`src/rtl/debounce_pkg.sv`:
```
// Shared definitions for the multi-channel debouncer: per-channel FSM state
// encoding and a small state-decode helper.
package debounce_pkg;

  typedef enum logic [1:0] {
    ST_LOW    = 2'd0,
    ST_QUAL_H = 2'd1,
    ST_HIGH   = 2'd2,
    ST_QUAL_L = 2'd3
  } deb_state_e;

  // The debounced level is high in HIGH and while a release is being qualified.
  function automatic logic state_level(input deb_state_e s);
    return (s == ST_HIGH) || (s == ST_QUAL_L);
  endfunction

endpackage

```
`src/rtl/debounce_channel.sv`:
```
// One debounced input: synchroniser, press/release qualification FSM and an
// optional long-press hold counter. All outputs come straight from flops.
module debounce_channel
  import debounce_pkg::*;
#(
  parameter int SYNC_STAGES   = 2,
  parameter int STABLE_CYCLES = 32,
  parameter int LONG_CYCLES   = 0,
  parameter int SYMMETRIC     = 1
) (
  input  logic clk,
  input  logic reset,
  input  logic button,
  output logic level,
  output logic rise,
  output logic fall,
  output logic long_press
);

  localparam int            SW        = $clog2(STABLE_CYCLES + 1);
  localparam logic [SW-1:0] STAB_LAST = SW'(STABLE_CYCLES - 1);

  logic [SYNC_STAGES-1:0] r_sync;
  logic                   w_sample;

  deb_state_e    r_state, w_state_nxt;
  logic [SW-1:0] r_stab_cnt, w_stab_nxt;
  logic          w_rise_nxt, w_fall_nxt;
  logic          r_level, r_rise, r_fall;

  always_ff @(posedge clk) begin
    if (reset) r_sync <= '0;
    else       r_sync <= {r_sync[SYNC_STAGES-2:0], button};
  end

  assign w_sample = r_sync[SYNC_STAGES-1];

  always_ff @(posedge clk) begin
    if (reset) begin
      r_state    <= ST_LOW;
      r_stab_cnt <= '0;
      r_level    <= 1'b0;
      r_rise     <= 1'b0;
      r_fall     <= 1'b0;
    end else begin
      r_state    <= w_state_nxt;
      r_stab_cnt <= w_stab_nxt;
      r_level    <= state_level(w_state_nxt);
      r_rise     <= w_rise_nxt;
      r_fall     <= w_fall_nxt;
    end
  end

  // The sample that leaves LOW/HIGH already counts as the first agreeing one,
  // so a threshold of 1 transitions straight through without qualifying.
  always_comb begin
    w_state_nxt = r_state;
    w_stab_nxt  = r_stab_cnt;
    w_rise_nxt  = 1'b0;
    w_fall_nxt  = 1'b0;
    unique case (r_state)
      ST_LOW: begin
        if (w_sample) begin
          if (STABLE_CYCLES == 1) begin
            w_state_nxt = ST_HIGH;
            w_rise_nxt  = 1'b1;
          end else begin
            w_state_nxt = ST_QUAL_H;
            w_stab_nxt  = SW'(1);
          end
        end
      end
      ST_QUAL_H: begin
        if (!w_sample) begin
          w_state_nxt = ST_LOW;
          w_stab_nxt  = '0;
        end else if (r_stab_cnt == STAB_LAST) begin
          w_state_nxt = ST_HIGH;
          w_stab_nxt  = '0;
          w_rise_nxt  = 1'b1;
        end else begin
          w_stab_nxt  = r_stab_cnt + SW'(1);
        end
      end
      ST_HIGH: begin
        if (!w_sample) begin
          if ((SYMMETRIC == 0) || (STABLE_CYCLES == 1)) begin
            w_state_nxt = ST_LOW;
            w_fall_nxt  = 1'b1;
          end else begin
            w_state_nxt = ST_QUAL_L;
            w_stab_nxt  = SW'(1);
          end
        end
      end
      ST_QUAL_L: begin
        if (w_sample) begin
          w_state_nxt = ST_HIGH;
          w_stab_nxt  = '0;
        end else if (r_stab_cnt == STAB_LAST) begin
          w_state_nxt = ST_LOW;
          w_stab_nxt  = '0;
          w_fall_nxt  = 1'b1;
        end else begin
          w_stab_nxt  = r_stab_cnt + SW'(1);
        end
      end
      default: begin
        w_state_nxt = ST_LOW;
        w_stab_nxt  = '0;
      end
    endcase
  end

  assign level = r_level;
  assign rise  = r_rise;
  assign fall  = r_fall;

  generate
    if (LONG_CYCLES > 0) begin : g_long
      localparam int            HW        = $clog2(LONG_CYCLES + 1);
      localparam logic [HW-1:0] HOLD_MAX  = HW'(LONG_CYCLES);
      localparam logic [HW-1:0] HOLD_LAST = HW'(LONG_CYCLES - 1);

      logic [HW-1:0] r_hold_cnt;
      logic          r_long;

      // Counts edges after level went high; the pulse lands on the edge the
      // count first reaches the limit, and saturation keeps it from repeating.
      always_ff @(posedge clk) begin
        if (reset || !r_level) begin
          r_hold_cnt <= '0;
          r_long     <= 1'b0;
        end else begin
          if (r_hold_cnt != HOLD_MAX) r_hold_cnt <= r_hold_cnt + HW'(1);
          r_long <= (r_hold_cnt == HOLD_LAST);
        end
      end

      assign long_press = r_long;
    end else begin : g_no_long
      assign long_press = 1'b0;
    end
  endgenerate

endmodule

```
`src/rtl/debounce_multi.sv`:
```
// Array of independent debounced channels sitting between raw board pins and
// the control logic.
module debounce_multi
  import debounce_pkg::*;
#(
  parameter int N_CH          = 4,
  parameter int SYNC_STAGES   = 2,
  parameter int STABLE_CYCLES = 32,
  parameter int LONG_CYCLES   = 0,
  parameter int SYMMETRIC     = 1
) (
  input  logic            clk,
  input  logic            reset,
  input  logic [N_CH-1:0] button,
  output logic [N_CH-1:0] level,
  output logic [N_CH-1:0] rise,
  output logic [N_CH-1:0] fall,
  output logic [N_CH-1:0] long_press
);

  generate
    for (genvar g = 0; g < N_CH; g++) begin : g_ch
      debounce_channel #(
        .SYNC_STAGES  (SYNC_STAGES),
        .STABLE_CYCLES(STABLE_CYCLES),
        .LONG_CYCLES  (LONG_CYCLES),
        .SYMMETRIC    (SYMMETRIC)
      ) u_ch (
        .clk       (clk),
        .reset     (reset),
        .button    (button[g]),
        .level     (level[g]),
        .rise      (rise[g]),
        .fall      (fall[g]),
        .long_press(long_press[g])
      );
    end
  endgenerate

endmodule
```
`config.mk`:
```
export PLATFORM = sky130hd
export DESIGN_NAME = debounce_multi
export DESIGN_NICKNAME = d
export VERILOG_FILES = /design/src/rtl/debounce_pkg.sv /design/src/rtl/debounce_channel.sv /design/src/rtl/debounce_multi.sv
export SDC_FILE = /design/constraint.sdc
export NUM_CORES = 1
export LEC_CHECK = 0
export ABC_AREA = 1
export BUFFER_PORTS_ARGS = -buffer_cell sky130_fd_sc_hd__buf_4
export CAP_MARGIN = 30
export CORE_MARGIN = 2
export CORE_UTILIZATION = 58
export DETAILED_ROUTE_END_ITERATION = 16
export GPL_TIMING_DRIVEN = 0
export PLACE_DENSITY = 0.83
export SLEW_MARGIN = 20
export SYNTH_ARGS = -nofsm -noshare
export SYNTH_HDL_FRONTEND = slang
export SYNTH_SLANG_ARGS = --single-unit
export TNS_END_PERCENT = 20
```
`constraint.sdc`:
```
create_clock -name clk -period 1.44 [get_ports clk]
set_input_delay 0.288 -clock clk [delete_from_list [all_inputs] [get_ports clk]]
set_output_delay 0.288 -clock clk [all_outputs]
set_load 0.05 [all_outputs]
```
### Yosys cells after proc, flatten, opt, wreduce, memory -nomap -nowiden

Index checks and enable logic that the tools add are counted.

| word-level totals | value |
|---|---|
| logic and storage cells | 148 |
| flip-flop bits (word level) | 52 |

| operators by class | value |
|---|---|
| bitwise logic cells | 12 |
| equality and inequality tests | 32 |
| reduce and logical (&&, ||, !) cells | 20 |
| multiplexer cells | 56 |
| add/sub/neg operators | 4 |

Operator list:

| kind | number |
|---|---|
| $mux W6 | 20 |
| $pmux W6 S4 | 4 |
| $mux W2 | 24 |
| $eq A2 B2 Y1 const B | 16 |
| $pmux W2 S4 | 4 |
| $add A6 B1 Y6 const B | 4 |
| $eq A6 B5 Y1 const B | 4 |
| $reduce_or A3 Y1 | 8 |
| $not A1 Y1 | 12 |
| $eq A2 B1 Y1 const B | 4 |
| $logic_not A2 Y1 | 4 |
| $ne A2 B1 Y1 const B | 4 |
| $ne A2 B2 Y1 const B | 4 |
| $reduce_and A2 Y1 | 4 |
| $logic_or A1 B1 Y1 | 4 |
| $mux W1 | 4 |

### Depth between registers and ports, before layout

Gate-level depths: netlist of run 1.

| depth | value |
|---|---|
| depth in word-level cells | 6 |
| mapped depth | 8 |

### Hierarchy

From an unflattened synthesis of run 1, not the netlist that was laid out.

| second synthesis, totals | value |
|---|---|
| cell total of the unflattened synthesis | 323 |
| area total of the unflattened synthesis | 2257.2 um^2 |

By module, submodules not included:

| module | instances | cells an instance | sequential area each (um^2) | area an instance (um^2) |
|---|---|---|---|---|
| debounce_channel (g_ch[0].u_ch ...) | 3 | 83 | 240.2 | 559.3 |
| debounce_channel (g_ch[3].u_ch) | 1 | 74 | 260.2 | 579.3 |

### Worst setup path after synthesis of run 1

OpenSTA, ideal clock, no wires.

| timing | value |
|---|---|
| kind | flip-flop to flip-flop |
| start | register g_ch[0].u_ch.r_stab_cnt[0] |
| end | register g_ch[0].u_ch.r_level |
| arrival time | 1.082 ns |
| stages on the path, launching flop included | 7 |
| slack | 0.240 ns |
| data required time | 1.322 ns |
| library setup time | 0.118 ns |
| path through | dfxtp_1 > ha_1 > nand3_2 > nor2_2 > nand2_2 > o21ai_2 > a21oi_1 |

| between the ends | value |
|---|---|
| word-level cells in the longest chain between the ends | 6 |

Ends and longest elaborated chain:

| item | line | source |
|---|---|---|
| start, declared | debounce_channel.sv:27 | `logic [SW-1:0] r_stab_cnt, w_stab_nxt;` |
| start signal, assigned | debounce_channel.sv:47 | `r_stab_cnt <= w_stab_nxt;` |
| $eq A6 B5 Y1 * | debounce_channel.sv:77, debounce_channel.sv:100 |  |
| $mux W2, on equally long branches | debounce_channel.sv:100, debounce_channel.sv:77 |  |
| $mux W2, on equally long branches | debounce_channel.sv:97, debounce_channel.sv:74 |  |
| $pmux W2 S4 * | debounce_channel.sv:61 | `unique case (r_state)` |
| $eq A2 B2 Y1 | debounce_pkg.sv:14 | `return (s == ST_HIGH) \|\| (s == ST_QUAL_L);` |
| $logic_or A1 B1 Y1 * | debounce_pkg.sv:14 |  |
| end signal, assigned | debounce_channel.sv:48 | `r_level <= state_level(w_state_nxt);` |
| end, declared | debounce_channel.sv:29 | `logic r_level, r_rise, r_fall;` |

Mark *: on every way between the ends. The rest lies on a longest branch, timed or not.
A chain may end at the register's enable or synchronous reset.

### Worst setup path after layout of run 1

| timing | value |
|---|---|
| start | register g_ch[3].u_ch.r_stab_cnt[1] |
| end | register g_ch[3].u_ch.r_level |

| between the ends | value |
|---|---|
| word-level cells in the longest chain between the ends | 6 |

Ends and longest elaborated chain:

| item | line |
|---|---|
| start, declared | debounce_channel.sv:27 |
| start signal, assigned | debounce_channel.sv:47 |
| $eq A6 B5 Y1 * | debounce_channel.sv:77, debounce_channel.sv:100 |
| $mux W2, on equally long branches | debounce_channel.sv:100, debounce_channel.sv:77 |
| $mux W2, on equally long branches | debounce_channel.sv:97, debounce_channel.sv:74 |
| $pmux W2 S4 * | debounce_channel.sv:61 |
| $eq A2 B2 Y1 | debounce_pkg.sv:14 |
| $logic_or A1 B1 Y1 * | debounce_pkg.sv:14 |
| end signal, assigned | debounce_channel.sv:48 |
| end, declared | debounce_channel.sv:29 |

Marked as above.

==> out/qor.json, run 1 <==
{
  "status": "completed",
  "synth_top_cells_by_count": "sky130_fd_sc_hd__nand2_1, sky130_fd_sc_hd__dfxtp_1, sky130_fd_sc_hd__inv_1",
  "clock-sinks": 52,
  "grt_pass1_wl_mm": 6.87,
  "global_route.usage.met3_pct": 5.43,
  "gp_routability_congestion": 0.819,
  "place.port_buffers": 16,
  "globalRoute.totalOverflow": 0,
  "clock_tree_from_tritoncts": "built",
  "critPathSlowestCell": "sky130_fd_sc_hd__dfxtp_1",
  "rows": 23,
  "timing.critical_path.required_ps": 1640,
  "tritoncts_buffer_count": 5,
  "area_of_the_core_region_um2": 3970,
  "ys_seq_elements": 52,
  "post_dp_cell_area_um2": 2560,
  "clockRootBuffer": "sky130_fd_sc_hd__clkbuf_8",
  "worst_setup_path_startpoint": "g_ch[3].u_ch.r_stab_cnt[1]",
  "drv.max_cap_violation_count": 0,
  "final.setup_skew_ps": 7.75,
  "seq_area_frac_synth_pct": 44.1,
  "fp.dieArea_um2": 4600,
  "holdCritStartpoint": "button[0]",
  "tns_ps": 0,
  "design.portCount": 22,
  "via_count_normalized_by_instance_count": 4.94,
  "postSynthAreaPerCell_um2": 7.45,
  "netlist_area_um2": 2360,
  "final.min_clock_period_ps": 1300,
  "gr-usage-met2_pct": 33.2,
  "antenna_cells_inserted": 0,
  "r2r-start": "g_ch[3].u_ch.r_stab_cnt[1]",
  "maxSlewViolCount": 0,
  "postSynthCellCount": 317,
  "drc": 0,
  "path_cells": "ha_1, nand3_1, nor2_1, nand2_1, o21ai_1, a21oi_1",
  "antenna_found_initial": 0,
  "clock_path_buffers": 2,
  "grt_util_met1_pct": 23.6,
  "cts_max_level": 2,
  "initial_utilization_pct": 59.5,
  "fin_worst_hold_slack_ps": 177,
  "setup_violating_endpoint_count_in_the_final_report": 0,
  "p_leak_nw": 1.18,
  "synth.largest_area_cell": "sky130_fd_sc_hd__dfxtp_1",
  "period_share_pct": 90.5,
  "async_reset_ff_share_pct": 0,
  "drt_pass1_iterations": 4,
  "max_freq_mhz": 768,
  "dieWidth_um": 67.8,
  "synth_top_cell_area_share_pct": 44.1,
  "number_of_global_route_vias_before_repair": 1691,
  "detailedPlacementHpwl_mm": 2.97,
  "post-route-util_pct": 66.9,
  "postRouteAntennaNets": 0,
  "syn_to_final_growth_pct": 12.4,
  "timing.critical_path.fanout_max": 5,
  "worstSkewPairLatency_ps": 300,
  "timing.setup.critical_path_class": "reg2reg",
  "route.vias.total": 1946,
  "worst_setup_ep_type": "flip-flop",
  "crit_start_category": "flip-flop",
  "grt.busiest_layer": "met2",
  "grt_util_all_layers_pct": 19.8,
  "hold_class": "in2reg",
  "largest_net_degree_at_the_start_of_global_routing": 17,
  "share_of_layout_cells_above_drive_strength_1_pct": 21.8,
  "fp.dieH_um": 67.8,
  "final_nets": 353,
  "routed_wirelength_mm": 4.10,
  "peakVddDrop_v": 0.000570,
  "synth_flop_cell": "sky130_fd_sc_hd__dfxtp_1",
  "clkTransAtPathRegs_ps": 90,
  "finalHoldViolations": 0,
  "synth_warnings": 0,
  "stdcell_area_um2": 2660,
  "synth_edf_count": 0,
  "unrepaired_setup_endpoints_after_global_routing": "false",
  "wire_per_inst_um": 10.4,
  "synth_cell_type_count": 32,
  "synth.area.top_cells": "sky130_fd_sc_hd__dfxtp_1, sky130_fd_sc_hd__nand2_1, sky130_fd_sc_hd__inv_1, sky130_fd_sc_hd__buf_4, sky130_fd_sc_hd__nor2_1",
  "cp_data_arrival_time_ps": 1500,
  "slowest_delay_ps": 370,
  "power_density_cells_nw_per_um2": 915,
  "synthMostInstantiatedCell": "sky130_fd_sc_hd__nand2_1",
  "drt_iter0_markers": 133
}
[cell type report]
cell class / instances / area, um^2
clock inverter: 3 / 18.8
buffer: 20 / 141
tap: 50 / 62.6
multi-input combinational: 208 / 1050
inverter: 40 / 150
timing repair buffer: 16 / 120
clock buffer: 5 / 68.8
sequential: 52 / 1040
fill: 343 / 1320
[where the power goes]
part,internal (W),total [W],leakage (nW),switching [W]
logic,0.0000439,0.000139,0.711,0.0000948
registers,0.00146,0.00148,0.423,0.0000191
clock network,0.000340,0.000814,0.0479,0.000475
[sequential cells by signal (all words and copies together) (netlist names)]
| name | count |
|---|---|
| g_ch.u_ch.rise | 4 |
| g_ch.u_ch.level | 4 |
| g_ch.u_ch.r_sync | 8 |
| g_ch.u_ch.fall | 4 |
| g_ch.u_ch.r_stab_cnt | 24 |
| g_ch.u_ch.r_state | 8 |
[cell families (layout without fill, tap and decap cells)]
logic type | count (synthesis) | after routing | share of synthesized area, %
and+or+nand+nor | 158 | 158 | 30.7
AOI/OAI and AO/OA | 37 | 37 | 8.74
DFF | 52 | 52 | 44.1
xor gates and xnor gates | 5 | 5 | 1.85
buffers and inverters | 60 | 84 | 12.3
adders and majority gates | 4 | 4 | 2.12
other | 1 | 4 | 0.159
[cell usage in the layout (no fill, tap or decap), types with 5 or more instances in the layout]
| master | synthesis | layout |
|---|---|---|
| sky130_fd_sc_hd__nand2_1 | 80 | 80 |
| sky130_fd_sc_hd__dfxtp_1 | 52 | 49 |
| sky130_fd_sc_hd__inv_1 | 37 | 37 |
| sky130_fd_sc_hd__buf_4 | 17 | 33 |
| sky130_fd_sc_hd__nor2_1 | 31 | 30 |
| sky130_fd_sc_hd__a21oi_1 | 18 | 18 |
| sky130_fd_sc_hd__nand3_1 | 11 | 11 |
| sky130_fd_sc_hd__nand2_2 | 10 | 10 |
| sky130_fd_sc_hd__o21ai_0 | 10 | 10 |
| sky130_fd_sc_hd__nor2_2 | 5 | 6 |
| sky130_fd_sc_hd__xor2_1 | 5 | 5 |
| sky130_fd_sc_hd__clkbuf_8 | 0 | 5 |
[worst paths after layout]
| kind | endpoint | slack, ps | depth (start not counted) |
|---|---|---|---|
| worst max-delay path | g_ch[3].u_ch.level | 140 | 6 |
| worst min-delay path | g_ch[0].u_ch.r_sync[0] | 180 | 3 |
| worst max register to register | g_ch[3].u_ch.level | 140 | 6 |
| worst min register to register | g_ch[2].u_ch.r_sync[1] | 410 | 2 |
[through the flow]
step,power [W],setup slack [ps],instances
5_1_grt,0.00254,2.44,394
3_3_place_gp,0.00164,125,386
3_5_place_dp,0.00165,102,386
4_1_cts,0.00244,101,394
2_1_floorplan,0.00161,240,320
6_report,0.00243,137,394
[critical path, delay by kind of cell, from the launching register on]
family                   cells  cell delay [ps]
AO/OA/AOI/OAI                2              240
AND/OR/NAND/NOR              3              400
flip-flops                   1              370
adder cells (fa/ha/maj)      1              210
[metal layers]
layer | vias up | routed length (um)
met3 | 6 | 155
met1 | 880 | 1830
met4 | 0 | 55
met2 | 33 | 2060
met5 | - | 0
li1 | 1027 | -
[what timing repair did]
| action | 4_1_cts | 5_1_grt |
|---|---|---|
| hold buffers | 0 | 0 |
| buffers inserted | 0 | 0 |
| setup endpoints to repair | 0 | 7 |
| gates resized for setup | 0 | 5 |
Note: power is estimated with default switching activity, not from simulation.
==> run 2, diff against run 1 <==
--- a/config.mk
+++ b/config.mk
@@ -6,11 +6,11 @@
 export NUM_CORES = 1
 export LEC_CHECK = 0
 export ABC_AREA = 1
-export BUFFER_PORTS_ARGS = -buffer_cell sky130_fd_sc_hd__buf_4
 export CAP_MARGIN = 30
 export CORE_MARGIN = 2
-export CORE_UTILIZATION = 58
+export CORE_UTILIZATION = 62
 export DETAILED_ROUTE_END_ITERATION = 16
+export DONT_BUFFER_PORTS = 1
 export GPL_TIMING_DRIVEN = 0
 export PLACE_DENSITY = 0.83
 export SLEW_MARGIN = 20
==> out/qor.json, run 2 (synthesis results as in run 1) <==
{
  "tns": {"value": 0, "unit": "ps", "change": "unchanged"},
  "p_clk_share": {"value": 39.2, "unit": "%", "change": "+5.7 points"},
  "drv.max_cap_violation_count": {"value": 0, "change": "unchanged"},
  "peakVddDrop": {"value": 0.000609, "unit": "V", "change": "+6.8%"},
  "timing.critical_path.required": {"value": 1650, "unit": "ps", "change": "about the same"},
  "clock_path_buffers": {"value": 2, "change": "unchanged"},
  "detailedPlacementHpwl": {"value": 2.91, "unit": "mm", "change": "-2.1%"},
  "post-route-util": {"value": 70.1, "unit": "%", "change": "+3.2 points"},
  "wire_per_inst": {"value": 10.9, "unit": "um", "change": "+4.5%"},
  "final.min_clock_period": {"value": 1320, "unit": "ps", "change": "+20.7 ps"},
  "maxSlewViolCount": {"value": 0, "change": "unchanged"},
  "fp.dieH": {"value": 65.7, "unit": "um", "change": "-3.1%"},
  "design.portCount": {"value": 22, "change": "unchanged"},
  "worstSkewPairLatency": {"value": 310, "unit": "ps", "change": "about the same"},
  "worst_setup_ep_type": "flip-flop",
  "hold_class": "in2reg",
  "total_power": {"value": 0.00264, "unit": "W", "change": "+8.6%"},
  "globalRoute.totalOverflow": {"value": 0, "change": "unchanged"},
  "combPwrFrac": {"value": 4.9, "unit": "%", "change": "-0.8 points"},
  "unrepaired_setup_endpoints_after_global_routing": "false",
  "via_count_normalized_by_instance_count": {"value": 5.09, "change": "+3.0%"},
  "share_of_layout_cells_above_drive_strength_1": {"value": 18.0, "unit": "%", "change": "-3.8 points"},
  "max_flop_register": "g_ch.u_ch.r_stab_cnt",
  "worst_setup_path_startpoint": "g_ch[1].u_ch.r_stab_cnt[0]",
  "clock-sinks": {"value": 52, "change": "unchanged"},
  "stdcell_area": {"value": 2570, "unit": "um^2", "change": "-3.3%"},
  "tritoncts_buffer_count": {"value": 5, "change": "unchanged"},
  "power_density_cells": {"value": 1030, "unit": "nW/um^2", "change": "+12%"},
  "drt_iter0_markers": {"value": 109, "change": "-18%"},
  "area_of_the_core_region": {"value": 3660, "unit": "um^2", "change": "-7.8%"},
  "top_regs": "g_ch.u_ch.r_stab_cnt x24, g_ch.u_ch.r_state x8, g_ch.u_ch.r_sync x8",
  "clockRootBuffer": "sky130_fd_sc_hd__clkbuf_8",
  "drt_pass1_iterations": {"value": 4, "change": "unchanged"},
  "max_freq": {"value": 756, "unit": "MHz", "change": "-1.6%"},
  "antenna_found_initial": {"value": 0, "change": "unchanged"},
  "timing.critical_path.fanout_max": {"value": 4, "change": "-1"},
  "power_report.internal_total": {"value": 0.00206, "unit": "W", "change": "+12%"},
  "setup_violating_endpoint_count_in_the_final_report": {"value": 0, "change": "unchanged"},
  "antenna_cells_inserted": {"value": 0, "change": "unchanged"},
  "final_nets": {"value": 337, "change": "-4.5%"},
  "dieWidth": {"value": 65.7, "unit": "um", "change": "-3.1%"},
  "final.setup_skew": {"value": 15.2, "unit": "ps", "change": "+7.42 ps"},
  "rows": {"value": 22, "change": "-4.3%"},
  "p_sw": {"value": 0.000577, "unit": "W", "change": "-2.0%"},
  "mostFrequentLayoutCell": "sky130_fd_sc_hd__nand2_1",
  "largest_net_degree_at_the_start_of_global_routing": {"value": 17, "change": "unchanged"},
  "cts_max_level": {"value": 2, "change": "unchanged"},
  "holdCritStartpoint": "button[1]",
  "finalHoldViolations": {"value": 0, "change": "unchanged"},
  "grt_util_all_layers": {"value": 21.5, "unit": "%", "change": "+1.7 points"},
  "status": "completed",
  "postRouteAntennaNets": {"value": 0, "change": "unchanged"},
  "gp_routability_congestion": {"value": 0.819, "change": "about the same"},
  "initial_utilization": {"value": 64.5, "unit": "%", "change": "+5.0 points"},
  "clkTransAtPathRegs": {"value": 100, "unit": "ps", "change": "about the same"},
  "timing.setup.critical_path_class": "reg2reg",
  "switching_share": {"value": 21.9, "unit": "%", "change": "-2.4 points"},
  "clock_tree_from_tritoncts": "built",
  "largest_register_ffs": {"value": 24, "change": "unchanged"},
  "routed_wirelength": {"value": 4.09, "unit": "mm", "change": "-0.24%"},
  "most-common-layout-cells": "sky130_fd_sc_hd__nand2_1, sky130_fd_sc_hd__dfxtp_1, sky130_fd_sc_hd__inv_1",
  "r2r-start": "g_ch[1].u_ch.r_stab_cnt[0]",
  "cp_data_arrival_time": {"value": 1540, "unit": "ps", "change": "+40 ps"},
  "p_leak": {"value": 1.11, "unit": "nW", "change": "-6.0%"},
  "route.vias.total": {"value": 1913, "change": "-1.7%"},
  "share_seq_of_total_power": {"value": 55.9, "unit": "%", "change": "-4.9 points"},
  "fp.dieArea": {"value": 4320, "unit": "um^2", "change": "-6.1%"},
  "drc": {"value": 0, "change": "unchanged"},
  "grt_pass1_wl": {"value": 7.06, "unit": "mm", "change": "+2.8%"},
  "post_dp_cell_area": {"value": 2430, "unit": "um^2", "change": "-4.8%"},
  "place.port_buffers": {"value": 0, "change": "-16"},
  "period_share": {"value": 91.9, "unit": "%", "change": "+1.4 points"},
  "number_of_global_route_vias_before_repair": {"value": 1730, "change": "+2.3%"},
  "crit_start_category": "flip-flop",
  "syn_to_final_growth_pct": 8.69
}
[run 2: stage by stage]
stage	hold WS (ps)	instances	setup slack, ps
finish	74.6	376	117
global route	65.2	376	0.282
CTS	66.1	376	81.9
detailed placement	399	368	104
global placement	390	368	125
floorplan	388	320	240
[run 2: final cells by class]
class	instances	area, um^2
fillers	305	1090
plain buffers	20	141
clock inverters	2	38.8
flip-flops and latches	52	1040
clock buffers	6	82.6
inverters	40	150
multi-input cells	208	1050
well taps	48	60.1
[run 2: power groups by stage]
| stage | clock (W) | combinational, W | sequential [W] |
|---|---|---|---|
| global route | 0.00112 | 0.000146 | 0.00148 |
| detailed placement | 0 | 0.000129 | 0.00151 |
| floorplan | 0 | 0.000107 | 0.00150 |
| CTS | 0.00107 | 0.000130 | 0.00147 |
| global placement | 0 | 0.000126 | 0.00151 |
| finish | 0.00103 | 0.000130 | 0.00148 |
[run 2: routing by layer]
layer  global-route usage, %  wire length (um)
met5                       0                 0
met2                    35.2              1970
met1                    25.7              1850
met3                    4.28               223
met4                    13.3                47
[run 2: worst max-delay path: stages, from the launching register on]
cell                      delay (ps)
sky130_fd_sc_hd__dfxtp_1         390
sky130_fd_sc_hd__ha_1            200
sky130_fd_sc_hd__nand2_2          80
sky130_fd_sc_hd__nor3_2          250
sky130_fd_sc_hd__nand2_2         110
sky130_fd_sc_hd__nor2_1          130
sky130_fd_sc_hd__nor2_1           60
[run 2: path summary, 6_finish.rpt]
kind | end | slack [ps] | cells past startpoint
setup reg to reg | g_ch[1].u_ch.r_state[1] | 120 | 6
setup / recovery | g_ch[1].u_ch.r_state[1] | 120 | 6
hold reg to reg | g_ch[3].u_ch.r_sync[1] | 410 | 2
hold / removal | g_ch[1].u_ch.r_sync[0] | 70 | 2
[run 2: what timing repair did]
item                                   4_1_cts  5_1_grt
setup buffers                                0        0
endpoints found under the hold margin        0        0
hold buffers                                 0        0
gates resized for setup                      0        5
setup endpoints to repair                    0       11
